--- src/rtl/modport_dp.sv ---
// Datapath slice: general-purpose register file with two combinational read
// ports and one synchronous write port, plus a purely combinational ALU.
module modport_dp #(
  parameter int unsigned XLEN         = 32,
  parameter int unsigned GPR_AW       = 5,
  parameter int unsigned ALU_OPC_SIZE = 4
) (
  input  logic                    clk,
  input  logic                    rst,
  input  logic [GPR_AW-1:0]       gpr_raddr1,
  output logic [XLEN-1:0]         gpr_rdata1,
  input  logic [GPR_AW-1:0]       gpr_raddr2,
  output logic [XLEN-1:0]         gpr_rdata2,
  input  logic [GPR_AW-1:0]       gpr_waddr,
  input  logic [XLEN-1:0]         gpr_wdata,
  input  logic                    gpr_wen,
  input  logic [ALU_OPC_SIZE-1:0] alu_opcode,
  input  logic [XLEN-1:0]         alu_src1,
  input  logic [XLEN-1:0]         alu_src2,
  output logic [XLEN-1:0]         alu_dst
);

  localparam int unsigned NUM_GPR = 2 ** GPR_AW;
  localparam int unsigned SHAMT_W = 5;

  localparam logic [ALU_OPC_SIZE-1:0] OPC_ADD    = ALU_OPC_SIZE'(0);
  localparam logic [ALU_OPC_SIZE-1:0] OPC_SUB    = ALU_OPC_SIZE'(1);
  localparam logic [ALU_OPC_SIZE-1:0] OPC_LESS_S = ALU_OPC_SIZE'(2);
  localparam logic [ALU_OPC_SIZE-1:0] OPC_LESS_U = ALU_OPC_SIZE'(3);
  localparam logic [ALU_OPC_SIZE-1:0] OPC_XOR    = ALU_OPC_SIZE'(4);
  localparam logic [ALU_OPC_SIZE-1:0] OPC_OR     = ALU_OPC_SIZE'(5);
  localparam logic [ALU_OPC_SIZE-1:0] OPC_AND    = ALU_OPC_SIZE'(6);
  localparam logic [ALU_OPC_SIZE-1:0] OPC_SL     = ALU_OPC_SIZE'(7);
  localparam logic [ALU_OPC_SIZE-1:0] OPC_SRL    = ALU_OPC_SIZE'(8);
  localparam logic [ALU_OPC_SIZE-1:0] OPC_SRA    = ALU_OPC_SIZE'(9);

  logic [XLEN-1:0]    gpr_q [NUM_GPR];
  logic               gpr_we;
  logic [SHAMT_W-1:0] shamt;
  logic               lt_s;
  logic               lt_u;

  // Register 0 is never written, so it keeps its reset value of zero.
  assign gpr_we = gpr_wen && (gpr_waddr != '0);

  always_ff @(posedge clk or posedge rst) begin
    if (rst) begin
      for (int i = 0; i < int'(NUM_GPR); i++) begin
        gpr_q[i] <= '0;
      end
    end else if (gpr_we) begin
      gpr_q[gpr_waddr] <= gpr_wdata;
    end
  end

  // Reads see the stored value only; a same-cycle write lands after the edge.
  assign gpr_rdata1 = (gpr_raddr1 == '0) ? '0 : gpr_q[gpr_raddr1];
  assign gpr_rdata2 = (gpr_raddr2 == '0) ? '0 : gpr_q[gpr_raddr2];

  assign shamt = alu_src2[SHAMT_W-1:0];
  assign lt_s  = $signed(alu_src1) < $signed(alu_src2);
  assign lt_u  = alu_src1 < alu_src2;

  // ALU result select; undefined opcodes produce zero.
  always_comb begin
    alu_dst = '0;
    case (alu_opcode)
      OPC_ADD:    alu_dst = alu_src1 + alu_src2;
      OPC_SUB:    alu_dst = alu_src1 - alu_src2;
      OPC_LESS_S: alu_dst = {{(XLEN-1){1'b0}}, lt_s};
      OPC_LESS_U: alu_dst = {{(XLEN-1){1'b0}}, lt_u};
      OPC_XOR:    alu_dst = alu_src1 ^ alu_src2;
      OPC_OR:     alu_dst = alu_src1 | alu_src2;
      OPC_AND:    alu_dst = alu_src1 & alu_src2;
      OPC_SL:     alu_dst = alu_src1 << shamt;
      OPC_SRL:    alu_dst = alu_src1 >> shamt;
      OPC_SRA:    alu_dst = XLEN'($signed(alu_src1) >>> shamt);
      default:    alu_dst = '0;
    endcase
  end

endmodule

--- config.mk ---
export PLATFORM = sky130hd
export DESIGN_NAME = modport_dp
export DESIGN_NICKNAME = d
export VERILOG_FILES = /design/src/rtl/modport_dp.sv
export SDC_FILE = /design/constraint.sdc
export NUM_CORES = 2
export LEC_CHECK = 0
export ABC_AREA = 0
export CAP_MARGIN = 40
export CORE_UTILIZATION = 65
export CTS_BUF_LIST = sky130_fd_sc_hd__clkbuf_8
export DETAILED_ROUTE_END_ITERATION = 10
export GPL_ROUTABILITY_DRIVEN = 0
export GPL_TIMING_DRIVEN = 0
export MAX_ROUTING_LAYER = met4
export PLACE_DENSITY = 0.94
export RECOVER_POWER = 25
export REMOVE_ABC_BUFFERS = 1
export SYNTH_ARGS = -nofsm -noshare
export SYNTH_HDL_FRONTEND = slang
export SYNTH_SLANG_ARGS = --single-unit
--- constraint.sdc ---
create_clock -name clk -period 62.5 [get_ports clk]
set_input_delay 12.5 -clock clk [delete_from_list [all_inputs] [get_ports clk]]
set_output_delay 12.5 -clock clk [all_outputs]
set_load 0.03 [all_outputs]
==> summary.txt <==
worst hold slack: 0.404 ns
failing checks: DRC, capacitance limit, slew limit
worst path cell trace: buf_2 -> buf_12 -> inv_2 -> fa_1 -> nor2b_1 -> o311ai_2 -> a211oi_1 -> o211ai_2 -> a21oi_2 -> o41ai_4 -> o21ai_2 -> a221oi_2 -> nor3_1 -> buf_2 -> o2111ai_1 -> clkdlybuf4s50_1
flop2flop setup slack: 61.43 ns
Top FF cell, synth: dfrtp_1
Largest register FFs: 1024
Gate power share: 27.6%
layout overhead on the synthesized area: 12.5%
CP required: 50.00 ns
Flop pwr share: 44.2%
Slew Limit Fails: 797
post-DP HPWL: 118 mm
Via Count: 47.9k
Setup TNS: 0 ns
setup violators final: 0
Synth top area share: 41.5%
synthesized area per cell: 14.0 um2
die width: 310 um
Ports: 214
top cells by area, synth: dfrtp_1, mux4_2, mux2_2
element type at the critical path end: primary output
share of cells above drive strength 1: 45.6%
biggest registers after layout: gpr_q: 1024 flops
GRT Total Usage: 47.4%
later-pin clock latency in the skew report: 0.88 ns
core area: 93600 um2
post-synthesis cell area: 61700 um2
worst path arrival time: 17.80 ns
# rows: 112
TritonCTS clock tree: built
Yosys top cell by area: dfrtp_1
synth unique cells: 76
Tightest Pin Transition: 6.80 ns
1st-iter DRT viols: 8221
Yosys warning count: 0
Commonest cells post-synth: dfrtp_1, mux2_2, mux4_2
RSZ-0062 raised after global routing: false
Int Power: 1.39 mW
most frequent CP cell: buf_2
EDFF count, synth: 0
vias in the first global route: 49.1k
Reg with most FFs: gpr_q
clock skew: 0 ns
minimum clock period: 30.30 ns
GRT overflow: 0
Setup crit start kind: primary input
drt wl/cell: 39.5 um
Cells after Synth: 4404
setup bufs post-CTS: 0
most common cell in the netlist: dfrtp_1
pwr/cell area: 30.3 nW/um2
slowest stage cell, crit path: clkdlybuf4s50_1
VDD IR-drop max: 26.5 uV
H-Tree Level Count: 4
Inserted Clock Buffers: 155
Net Sw Power: 0.709 mW
Die Span Y: 310 um
Root Driver: clkbuf_8
clk sinks: 1024
Vias/cell: 8.23
WS Path Type: in2out
hold_buf cts: 0
initial antenna violation count: 23
fin nets: 4638
Hold Violations, Final: 0
sequential-to-total area share from yosys stat: 41.5%
largest net degree at the start of global routing: 129
max-cap violations: 8
ys async rst share: 100%
Clock Pin Slew Worst Setup and Hold Paths: 0.06 ns
drt drc: 1
initial core utilization: 65.9%
PortBufs: 213
overall routed net length: 230 mm
final period utilization: 48.5%
status: complete, but fails checks
Max Clock Freq: 0.0330 GHz
DRT Pass-1 Iters: 11
Max stage delay on crit path: 0.71 ns
post-route ant nets: 0
LEAKAGE: 29.8 nW
first-pass GRT wire length: 319 mm
#FFs+latches synth: 1024
die area: 96100 um2
Sw Ratio: 33.7%
clk buf depth: 3
Clk pwr share: 28.2%
post-cts resize count: 0
class of the worst hold path: reg2reg
Crit Path Max Fanout: 38
relative slew slack: -353%
-- final timing paths --
check / depth (start not counted) / end / from
worst max-delay path: 16 / alu_dst[0] / alu_src2[1]
worst min-delay path: 0 / gpr_q[1019]$_DFFE_PP0P_ / gpr_q[1019]$_DFFE_PP0P_
worst max register to register: 1 / gpr_q[478]$_DFFE_PP0P_ / gpr_q[478]$_DFFE_PP0P_
worst min register to register: 0 / gpr_q[1019]$_DFFE_PP0P_ / gpr_q[1019]$_DFFE_PP0P_
max in group asynchronous: 4 / gpr_q[604]$_DFFE_PP0P_ / rst
min in group asynchronous: 2 / gpr_q[650]$_DFFE_PP0P_ / rst
-- cells in the final DEF, fill, tap and decap left out, types with 72 or more instances in the layout --
cell / instances
dfrtp_1: 1024
nor2_1: 218
ha_1: 97
mux2_2: 987
mux2i_1: 121
clkdlybuf4s50_1: 194
nand2_1: 72
clkbuf_8: 196
inv_1: 133
mux4_2: 668
a21oi_1: 121
o21ai_0: 142
-- power by group through the flow --
stage          registers, mW  clock network, mW  logic, mW
3_3_place_gp           0.874                  0      0.552
2_1_floorplan          0.859                  0      0.370
4_1_cts                0.905              0.579      0.551
6_report               0.929              0.593      0.581
5_1_grt                0.931              0.612      0.596
3_5_place_dp           0.898                  0      0.532
-- kinds of logic after synthesis --
kind of cell	after synthesis	share of synthesized area (%)
AOI/OAI and AO/OA	453	4.76
xor gates and xnor gates	23	0.327
adders and majority gates	99	2.03
buffers and inverters	574	3.57
DFF	1024	41.5
muxes	1785	44.5
and+or+nand+nor	446	3.22
-- final cells by class --
type | instances | area [um2]
antenna | 31 | 77.6
clock buffer | 196 | 2700
clock inverter | 75 | 452
fill | 4927 | 24200
inverter | 96 | 362
multi-input combinational | 2806 | 34000
sequential | 1024 | 25600
tap | 1254 | 1570
timing repair buffer | 338 | 4560
-- metrics by stage --
stage | power (mW) | instances | area, um2 | utilization (%) | setup slack, ns
final | 2.10 | 5820 | 69400 | 74.1 | 32.20
after global routing | 2.14 | 5815 | 69400 | 74.1 | 32.02
after CTS | 2.03 | 5768 | 69200 | 73.9 | 32.54
after detailed placement | 1.43 | 5497 | 66000 | 70.5 | 32.55
after global placement | 1.43 | 5393 | 63500 | 67.9 | 10.94
after floorplan | 1.23 | 3926 | 59800 | - | 21.18
-- critical path: cells and delay by family --
family	cells	cell delay (ns)
simple gates	2	0.34
compound gates	8	2.26
buf+inv	5	2.08
fa+ha+maj	1	0.57
-- metal layers --
layer	wire length, um	GRT usage [%]	up-vias
met5	0	-	-
met4	25900	37.3	0
met3	37400	19.2	2091
met2	100000	68.1	5512
met1	66300	52.4	23282
li1	-	-	17038
Power figures use the tool's default switching activity.
